$ cat src/rtl/pipe_ctrl_regs.sv
`default_nettype none
// ============================================================================
//  Module   : pipe_ctrl_regs
//  Purpose  : Control-path pipeline register chain for a 5-stage CPU
//             (F, D, E, M, W). Carries a valid bit per stage plus the
//             register addresses and control bits that the hazard unit
//             reads back. Bubbles and flushes clear the stage valid bit and
//             every control bit travelling with it.
//  Revision : 1.0 - initial release
// ----------------------------------------------------------------------------
//  Parameters
//    RW : register-address width (RA1/RA2/WA3 fields)
//    CW : width of the optional performance counters
//
//  Build option
//    PIPE_PERF_CNT_EN : when defined, StallCnt/FlushCnt are saturating
//                       counters; when undefined both outputs are tied to 0
//                       and no counter logic exists.
//
//  Ports
//    clk, rst_n                  clock, asynchronous active-low reset
//    InstrValidF                 fetch stage holds a valid instruction
//    StallF, StallD              hazard unit stalls (F valid, F/D register)
//    FlushD, FlushE              hazard unit flushes (bubble into D / E)
//    RA1D, RA2D, WA3D            decoder register addresses (D stage)
//    RegWriteD, MemToRegD,
//    PCSrcD                      decoder control bits (D stage)
//    CondExE                     condition check result in E
//    ValidD/E/M/W                stage valid bits
//    RA1E, RA2E, WA3E/M/W        staged register addresses
//    RegWriteE, PCSrcE           raw E-stage control (not condition-gated)
//    RegWriteM/W, PCSrcM/W       condition-qualified control
//    MemToRegE/M/W               staged load-to-register flag
//    StallCnt, FlushCnt          performance counters
// ============================================================================
module pipe_ctrl_regs #(
  parameter int RW = 6,
  parameter int CW = 32
) (
  input  logic          clk,
  input  logic          rst_n,
  // fetch / hazard unit
  input  logic          InstrValidF,
  input  logic          StallF,
  input  logic          StallD,
  input  logic          FlushD,
  input  logic          FlushE,
  // decoder (D stage)
  input  logic [RW-1:0] RA1D,
  input  logic [RW-1:0] RA2D,
  input  logic [RW-1:0] WA3D,
  input  logic          RegWriteD,
  input  logic          MemToRegD,
  input  logic          PCSrcD,
  // execute stage condition result
  input  logic          CondExE,
  // stage valid bits
  output logic          ValidD,
  output logic          ValidE,
  output logic          ValidM,
  output logic          ValidW,
  // staged addresses
  output logic [RW-1:0] RA1E,
  output logic [RW-1:0] RA2E,
  output logic [RW-1:0] WA3E,
  output logic [RW-1:0] WA3M,
  output logic [RW-1:0] WA3W,
  // staged control
  output logic          RegWriteE,
  output logic          RegWriteM,
  output logic          RegWriteW,
  output logic          MemToRegE,
  output logic          MemToRegM,
  output logic          MemToRegW,
  output logic          PCSrcE,
  output logic          PCSrcM,
  output logic          PCSrcW,
  // performance counters
  output logic [CW-1:0] StallCnt,
  output logic [CW-1:0] FlushCnt
);

  localparam logic [CW-1:0] CNT_MAX = {CW{1'b1}};
  localparam logic [CW-1:0] CNT_ONE = {{(CW-1){1'b0}}, 1'b1};

  // --------------------------------------------------------------------------
  // F stage valid
  // --------------------------------------------------------------------------
  logic valid_f;

  always_ff @(posedge clk or negedge rst_n) begin
    if (!rst_n) begin
      valid_f <= 1'b0;
    end else if (!StallF) begin
      valid_f <= InstrValidF;
    end
  end

  // --------------------------------------------------------------------------
  // F/D register. A stall takes priority over a flush so that a held
  // instruction is never lost while the hazard unit is still resolving it.
  // --------------------------------------------------------------------------
  always_ff @(posedge clk or negedge rst_n) begin
    if (!rst_n) begin
      ValidD <= 1'b0;
    end else if (StallD) begin
      ValidD <= ValidD;
    end else if (FlushD) begin
      ValidD <= 1'b0;
    end else begin
      ValidD <= valid_f;
    end
  end

  // --------------------------------------------------------------------------
  // D/E register. E has no stall: during a load-use stall D holds while E
  // takes a bubble. Control bits are gated with ValidD so that a bubble in D
  // can never leak an asserted control bit into E. Addresses always load;
  // their value under a flush is don't-care.
  // --------------------------------------------------------------------------
  always_ff @(posedge clk or negedge rst_n) begin
    if (!rst_n) begin
      ValidE    <= 1'b0;
      RA1E      <= '0;
      RA2E      <= '0;
      WA3E      <= '0;
      RegWriteE <= 1'b0;
      MemToRegE <= 1'b0;
      PCSrcE    <= 1'b0;
    end else begin
      RA1E <= RA1D;
      RA2E <= RA2D;
      WA3E <= WA3D;
      if (FlushE) begin
        ValidE    <= 1'b0;
        RegWriteE <= 1'b0;
        MemToRegE <= 1'b0;
        PCSrcE    <= 1'b0;
      end else begin
        ValidE    <= ValidD;
        RegWriteE <= RegWriteD & ValidD;
        MemToRegE <= MemToRegD & ValidD;
        PCSrcE    <= PCSrcD & ValidD;
      end
    end
  end

  // --------------------------------------------------------------------------
  // E/M register. Control is qualified by the condition result here; the
  // valid bit is not, so a condition-failed instruction stays visible as a
  // valid no-op.
  // --------------------------------------------------------------------------
  always_ff @(posedge clk or negedge rst_n) begin
    if (!rst_n) begin
      ValidM    <= 1'b0;
      WA3M      <= '0;
      RegWriteM <= 1'b0;
      MemToRegM <= 1'b0;
      PCSrcM    <= 1'b0;
    end else begin
      ValidM    <= ValidE;
      WA3M      <= WA3E;
      RegWriteM <= RegWriteE & CondExE;
      MemToRegM <= MemToRegE & CondExE;
      PCSrcM    <= PCSrcE & CondExE;
    end
  end

  // --------------------------------------------------------------------------
  // M/W register
  // --------------------------------------------------------------------------
  always_ff @(posedge clk or negedge rst_n) begin
    if (!rst_n) begin
      ValidW    <= 1'b0;
      WA3W      <= '0;
      RegWriteW <= 1'b0;
      MemToRegW <= 1'b0;
      PCSrcW    <= 1'b0;
    end else begin
      ValidW    <= ValidM;
      WA3W      <= WA3M;
      RegWriteW <= RegWriteM;
      MemToRegW <= MemToRegM;
      PCSrcW    <= PCSrcM;
    end
  end

  // --------------------------------------------------------------------------
  // Performance counters
  // --------------------------------------------------------------------------
`ifdef PIPE_PERF_CNT_EN
  // A FlushD that coincides with StallD has no effect, so it is not counted.
  logic flush_evt;
  assign flush_evt = (FlushD & ~StallD) | FlushE;

  always_ff @(posedge clk or negedge rst_n) begin
    if (!rst_n) begin
      StallCnt <= '0;
      FlushCnt <= '0;
    end else begin
      if (StallD && (StallCnt != CNT_MAX)) begin
        StallCnt <= StallCnt + CNT_ONE;
      end
      if (flush_evt && (FlushCnt != CNT_MAX)) begin
        FlushCnt <= FlushCnt + CNT_ONE;
      end
    end
  end
`else
  assign StallCnt = '0;
  assign FlushCnt = '0;
`endif

endmodule

`default_nettype wire

$ cat config.mk
export PLATFORM = sky130hd
export DESIGN_NAME = pipe_ctrl_regs
export DESIGN_NICKNAME = d
export VERILOG_FILES = /design/src/rtl/pipe_ctrl_regs.sv
export SDC_FILE = /design/constraint.sdc
export NUM_CORES = 1
export LEC_CHECK = 0
export ABC_AREA = 1
export CORE_UTILIZATION = 32
export DETAILED_ROUTE_END_ITERATION = 8
export PLACE_DENSITY = 0.78
export SLEW_MARGIN = 30
export SYNTH_ARGS = -nofsm -noshare
export SYNTH_HDL_FRONTEND = slang
export SYNTH_SLANG_ARGS = --single-unit
$ cat constraint.sdc
create_clock -name clk -period 0.95 [get_ports clk]
set_clock_uncertainty 0.05 [all_clocks]
set_input_delay 0.285 -clock clk [delete_from_list [all_inputs] [get_ports clk]]
set_output_delay 0.285 -clock clk [all_outputs]
set_load 0.01 [all_outputs]
# ---- Yosys cells after proc, flatten, opt, wreduce, memory -nomap -nowiden
# Cells that the tools add are included.
dict set report word_totals {
  input_bits 29
  mem_count 0
  latch_bits 0
  output_inout_bits 107
  ram_bits 0
  mem_bits_ro 0
  register_bits 44
  wordCells 30
}
dict set report op_classes {
  order_cmp 0
  bitwise 6
  mux 5
  n_reduce_logical 0
  eq_ne 0
  mul 0
  shift 0
  addsub 0
  n_div 0
}
# op count
set ops {}
lappend ops {{1-bit bitwise AND} 6}
lappend ops {{1-bit 2-to-1 mux} 5}

# ---- Longest topological paths before layout
# Gate-level depths: netlist (run 1).
dict set report depth {
  depth_word 2
  mapped_depth 3
  depth_no_buf 3
}

# ---- Worst setup path after synthesis (run 1)
# Ideal clock, no wire load.
dict set report synth_timing {
  kind {reg-to-output}
  start {register ValidD}
  end {output ValidD}
  slack_ns 0.194
  stages_incl_launch_ff 1
  t_arrival_ns 0.421
  n_path_buf 0
  required_ns 0.615
  path_cell_list {dfrtp_1}
}
# item line
set synth_rtl {}
lappend synth_rtl {{start: declaration} 58} ;# output logic ValidD,
lappend synth_rtl {{start signal: assignment} 107} ;# ValidD <= ValidD;
lappend synth_rtl {{start signal: assignment} 111} ;# ValidD <= valid_f;
# No word-level cell between the ends.

# ---- Worst setup path in the final report (run 1)
dict set report layout_timing {
  start {register PCSrcM}
  end {output PCSrcM}
}
# item line
set layout_rtl {}
lappend layout_rtl {{start: declaration} 76} ;# output logic PCSrcM,
lappend layout_rtl {{start signal: assignment} 165} ;# PCSrcM <= PCSrcE & CondExE;
# No word-level cell between the ends.

==> metrics.md, run 1 <==
| Metric | Value |
|---|---|
| Status | `finished, violations left` |
| Violated checks | `negative setup slack` |
| Initial antenna violation count | `0` |
| Diode count | `0` |
| Initial Util | `0.342` |
| CTS tree | `done` |
| Area after DPL | `~2300 sq um` |
| Number of global-route vias before repair | `a little over 800` |
| Via density | `3.39` |
| WHS Endpoint | `WA3W[3]` |
| Crit-path max cell delay | `0.40 ns` |
| Die H | `around 74 um` |
| I/O pin count | `about 140` |
| Die area | `~5500 sq um` |
| Max_cap viols | `0` |
| Clock transition at path regs | `~0.07 ns` |
| Root Driver | `clkbuf_8` |
| Period utilisation layout | `1.21` |
| GR Util All Layers | `0.0981` |
| Clock sinks | `44` |
| HP Class | `flop to flop` |
| Met3 Resource Use GR | `0.0352` |
| Met1 usage | `0.0998` |
| Number of flops mapped to enable cells by yosys | `0` |
| Slowest stage cell, crit path | `dfrtp_1` |
| Max VDD drop | `between 600 and 700 uV` |
| DIE WIDTH | `roughly 74 um` |
| Most Used Layer, Global Route | `met2` |
| Post-layout minimum cycle time | `around 1.1 ns` |
| WL/cell | `approximately 10 um` |
| Gpl congestion | `0.632` |
| Crit path buf inv count | `1` |
| Sequential cell area fraction in the yosys report | `0.659` |
| Proportion of layout cells with a drive suffix above 1 | `0.287` |
| Share of the synthesized area in the top cell type | `0.659` |
| First-pass GRT wire length | `between 3000 and 4000 um` |
| First-pass iteration count of the detailed router | `3` |
| Via count | `just under 1,000` |
| Worst Reg2Reg Path Length in Cells | `3` |
| Final Max Tran Viols | `0` |
| Setup violators final | `43` |
| Cells after Synth | `131` |
| Cell family with most CP delay | `flip-flops` |
| Total CTS buffers | `5` |
| Core Area | `around 5000 sq um` |
| Setup TNS | `-7.42 ns` |
| PD cells | `1650 nW/um^2` |
| Reg2reg end | `WA3M[5]` |
| Largest cells by area after synthesis | `dfrtp_1 66%, buf_4 29%, nand2_1 2.0%` |
| Post-synth cell types | `8` |
| DR DRC count | `0` |
| Worst R2R Setup Slack | `~0.03 ns` |
| Iter 0 DRT Violations | `5` |
| Ys flop type | `dfrtp_1` |
| H-tree depth | `2` |
| Worst EP arrival | `0.81 ns` |
| Critical path type | `flop to primary output` |
| Yosys top cell by area | `dfrtp_1` |
| Area grow syn2layout | `38.7%` |
| RSZ-0062 raised after global routing | `true` |
| Nets | `251` |
| Final setup margin | `-0.196 ns` |
| Clk Latency, worst-skew pair | `~0.28 ns` |
| Largest buffer count on any clock path | `2` |
| Asr flop ratio synth | `1.00` |
| GR Layer Usage met2 | `0.183` |
| Mapped cell area | `~1700 sq um` |
| Mean Syn Cell Area | `12.8 sq um` |
| Most common cell in the netlist | `buf_4` |
| Grt ovf | `0` |
| IO Port Bufs | `slightly above 70` |
| YS warnings | `0` |
| Hold Path Depth | `0` |
| Crit start category | `flop` |
| Leakage | `between 0.001 and 0.0015 uW` |
| Crit Reg-Reg Startpoint | `WA3E[5]` |
| Final instance area | `~2300 sq um` |
| Fmax | `between 800 and 900 MHz` |
| Flops & latches, synth | `44` |
| HP Start | `WA3M[3]` |
| Worst path required time | `about 0.6 ns` |
| Final hold viol count | `0` |
| Final Power | `between 3000 and 4000 uW` |
| Fin Hold WS | `around 0.32 ns` |
| FILL cells | `465` |
| Post-route ant nets | `0` |
| Crit. End Element | `primary output` |
| Crit Path Max Fanout | `2` |
| Synth cell count leaders | `64 x buf_4, 44 x dfrtp_1, 9 x nand2_1, 7 x inv_1, 4 x nor2_1` |
| Row Count | `25` |
| Largest net degree at the start of global routing | `28` |
| Setup WS pre-CTS | `-0.285 ns` |
| Detailed Route WL | `between 2000 and 3000 um` |
| CP cell instances | `buf_6` |
| Hpwl dp | `between 2000 and 2500 um` |
==> cell families after synthesis <==
group,share of synthesized area
buffers and inverters,0.303
DFF,0.659
other,0.00225
AOI/OAI and AO/OA,0.00299
and+or+nand+nor,0.0322
==> how the worst max path moves through the flow <==
stage,startpoint,endpoint,slack [ns],cells past startpoint
6_report,PCSrcM,PCSrcM,-0.20,1
5_1_grt,WA3E[1],WA3E[1],-0.23,1
4_1_cts,WA3M[0],WA3M[0],-0.21,1
3_5_place_dp,WA3E[5],WA3E[5],-0.28,1
3_3_place_gp,WA3E[5],WA3E[5],-0.28,1
2_1_floorplan,ValidD,ValidD,0.19,0
==> power by group <==
part	switching (uW)	internal, uW	leakage, uW
combinational	267	225	0.000677
clock	546	779	0.0000552
sequential	36.5	1960	0.000540
total	850	2960	0.00127
==> placed cells by master (no fill, tap or decap) <==
| cell type | n |
|---|---|
| nand2_1 | 9 |
| clkbuf_8 | 5 |
| dfrtp_1 | 44 |
| clkinv_2 | 1 |
| conb_1 | 64 |
| nor2_1 | 4 |
| buf_12 | 1 |
| clkdlybuf4s50_1 | 27 |
| nand3_1 | 1 |
| dlygate4sd3_1 | 1 |
| bufinv_16 | 1 |
| buf_4 | 12 |
| buf_6 | 14 |
| o21ai_0 | 1 |
| inv_1 | 7 |
| clkbuf_1 | 1 |
| buf_2 | 30 |
==> through the flow <==
| step | std cells | utilization |
|---|---|---|
| after detailed placement | 273 | 0.464 |
| after CTS | 287 | 0.455 |
| final | 290 | 0.475 |
| after global routing | 290 | 0.475 |
| after floorplan | 194 | - |
| after global placement | 273 | 0.464 |
==> sequential cells by signal (all words and copies together) (netlist names), 6 cells and up <==
register / count
RA1E: 6
RA2E: 6
WA3E: 6
WA3M: 6
WA3W: 6
==> metal layers <==
metal / wire length, um / part of all wire / vias to the layer above
met5: 0 / 0 / -
met4: 24 / 0.0082 / 0
met3: 455 / 0.16 / 5
met2: 1510 / 0.52 / 82
met1: 937 / 0.32 / 451
li1: - / - / 444
==> area by class of cell <==
type	count	area [sq um]	area share
inverters	7	26.3	0.0113
clock buffers	6	72.6	0.0313
well taps	67	83.8	0.0362
repair buffers	85	698	0.301
flip-flops and latches	44	1100	0.475
clock inverters	2	35.0	0.0151
multi-input cells	79	299	0.129
==> timing repair <==
| action | 4_1_cts | 5_1_grt |
|---|---|---|
| pin swaps | 0 | 0 |
| setup buffers | 5 | 3 |
| gates resized for setup | 174 | 12 |
| hold buffers | 1 | 0 |
| hold endpoints to repair | 8 | 0 |
| setup endpoints to repair | 43 | 43 |
Power figures use the tool's default switching activity.
==> inputs of run 2 (changes only) <==
--- a/config.mk
+++ b/config.mk
@@ -6,9 +6,10 @@
 export NUM_CORES = 1
 export LEC_CHECK = 0
 export ABC_AREA = 1
-export CORE_UTILIZATION = 32
+export CORE_UTILIZATION = 44
 export DETAILED_ROUTE_END_ITERATION = 8
-export PLACE_DENSITY = 0.78
+export DONT_BUFFER_PORTS = 1
+export PLACE_DENSITY = 0.58
 export SLEW_MARGIN = 30
 export SYNTH_ARGS = -nofsm -noshare
 export SYNTH_HDL_FRONTEND = slang
==> constraint.sdc (replaced) <==
create_clock -name clk -period 1.4 [get_ports clk]
set_clock_uncertainty 0.05 [all_clocks]
set_input_delay 0.42 -clock clk [delete_from_list [all_inputs] [get_ports clk]]
set_output_delay 0.42 -clock clk [all_outputs]
set_load 0.01 [all_outputs]
==> run 2 against run 1 <==
  * Hold slack got worse by 0.56 ns
  * Cell count decreased by 36%
  * Register-to-register slack improved by 0.60 ns
  * Power decreased by 40%
  * Clock power decreased by 40%
  * Utilization decreased by 4.4 points
  * Critical path type unchanged
  * Die area decreased by 27%
  * Count of clock-buffer cells in the layout increased by 2
  * Via count decreased by 33%
  * Critical endpoint is now ValidD
  * The flow finishes with violations (negative hold slack)
  * Largest power group unchanged
==> metrics.md, run 2 (synthesized netlist as in run 1, its figures left out) <==
| Metric | Value |
|---|---|
| Status | `finished, violations left` |
| Violated checks | `negative hold slack` |
| Clock transition at path regs | `0.08 ns` |
| Proportion of layout cells with a drive suffix above 1 | `0.0435` |
| Switch Pwr | `538 uW` |
| Setup violators final | `0` |
| Initial antenna violation count | `0` |
| Leakage | `approximately 0.00087 uW` |
| RSZ-0062 raised after global routing | `false` |
| Commonest cells after routing, fill and taps aside | `64 x conb_1, 44 x dfrtp_1, 9 x nand2_1, 7 x inv_1, 6 x clkbuf_8` |
| Die H | `approximately 64 um` |
| Critical path type | `flop to primary output` |
| Reg2reg end | `MemToRegE` |
| Crit Reg-Reg Startpoint | `ValidD` |
| Post-route ant nets | `0` |
| CTS tree | `done` |
| Gpl congestion | `around 0.57` |
| First-pass GRT wire length | `roughly 3100 um` |
| Post-layout minimum cycle time | `1.23 ns` |
| Fmax | `813 MHz` |
| Detailed Route WL | `2140 um` |
| Row Count | `22` |
| Clk Latency, worst-skew pair | `0.29 ns` |
| Non-Filler Instances | `between 150 and 200` |
| Clock sinks | `44` |
| Fin Hold WS | `-0.238 ns` |
| Commonest non-fill, non-tap cell in the layout | `conb_1` |
| Placed insts | `between 150 and 200` |
| Root Driver | `clkbuf_8` |
| PD cells | `between 1000 and 1500 nW/um^2` |
| GR Util All Layers | `0.111` |
| Max VDD drop | `approximately 470 uV` |
| Diode count | `0` |
| Number of global-route vias before repair | `approximately 560` |
| Total CTS buffers | `5` |
| Multi-input logic area | `between 200 and 300 sq um` |
| First-pass iteration count of the detailed router | `5` |
| Max_cap viols | `0` |
| Setup TNS | `0 ns` |
| Area grow syn2layout | `-5.62%` |
| Crit start category | `flop` |
| Worst R2R Setup Slack | `0.63 ns` |
| Worst EP arrival | `around 0.76 ns` |
| Nets | `around 170` |
| WL/cell | `11.5 um` |
| Grt ovf | `0` |
| Final instance area | `approximately 1600 sq um` |
| Switch share | `0.237` |
| Util after Layout | `0.431` |
| HP Class | `input port to asynchronous set/reset pin` |
| Largest net degree at the start of global routing | `45` |
| Die area | `approximately 4000 sq um` |
| Period utilisation layout | `0.879` |
| I/O pin count | `around 140` |
| Initial Util | `0.456` |
| Crit Path Max Fanout | `6` |
| Final Max Tran Viols | `0` |
| Crit. End Element | `primary output` |
| Largest buffer count on any clock path | `2` |
| Register area | `roughly 1100 sq um` |
| Via count | `between 600 and 700` |
| IO Port Bufs | `0` |
| Int Pwr | `between 1500 and 2000 uW` |
| FILL cells | `349` |
| DR DRC count | `0` |
| Post_cts resized | `0` |
| Area after DPL | `around 1500 sq um` |
| Iter 0 DRT Violations | `28` |
| Final hold viol count | `44` |
| Clock power frac | `0.349` |
| Core Area | `approximately 3700 sq um` |
| H-tree depth | `2` |
| Worst path required time | `0.93 ns` |
| Via density | `3.56` |
| DIE WIDTH | `between 60 and 70 um` |
| Worst Reg2Reg Path Length in Cells | `2` |
| Hpwl dp | `between 1500 and 2000 um` |
| Sequential fraction of design power | `0.612` |
| Comb pwr share | `0.039` |
-- run 2: through the flow --
stage	setup WS [ns]	total power, uW
2_1_floorplan	0.509	1620
3_3_place_gp	0.499	1500
3_5_place_dp	0.487	1510
4_1_cts	0.159	2310
5_1_grt	0.137	2380
6_report	0.170	2280
-- run 2: how the worst max path moves through the flow --
stage / startpoint / endpoint / cells past startpoint / slack (ns)
6_report: ValidD / ValidD / 0 / 0.17
5_1_grt: ValidD / ValidD / 0 / 0.14
4_1_cts: ValidD / ValidD / 0 / 0.16
3_5_place_dp: ValidD / ValidD / 0 / 0.49
3_3_place_gp: ValidD / ValidD / 0 / 0.50
2_1_floorplan: ValidD / ValidD / 0 / 0.51
-- run 2: area by class of cell --
cell class	instances	area share
Sequential cell	44	0.698
Multi-Input combinational cell	79	0.190
Clock buffer	8	0.0571
Tap cell	48	0.0381
Inverter	7	0.0167
-- run 2: per-layer routing --
layer	share of wire	GRT usage	routed length, um
met1	0.30	0.103	637
met2	0.50	0.168	1070
met3	0.17	0.0779	361
met4	0.032	0.0852	68
met5	0	0	0
-- run 2: repair_timing --
| action | CTS | global route |
|---|---|---|
| endpoints found under the hold margin | 44 | 44 |
| setup buffers | 0 | 0 |
| setup endpoints to repair | 0 | 0 |
-- run 2: power by group through the flow --
stage                     Combinational, uW  Clock [uW]  Sequential (uW)
final                                  89.2         795             1390
after global routing                    101         877             1400
after CTS                              85.9         825             1390
after detailed placement               85.9           0             1420
after global placement                 85.0           0             1420
after floorplan                         217           0             1410
-- run 2: worst reg2reg max path: stages, from the launching register on --
cell and delay (ns):
dfrtp_1 0.47, nand2_1 0.07, nor2_1 0.11
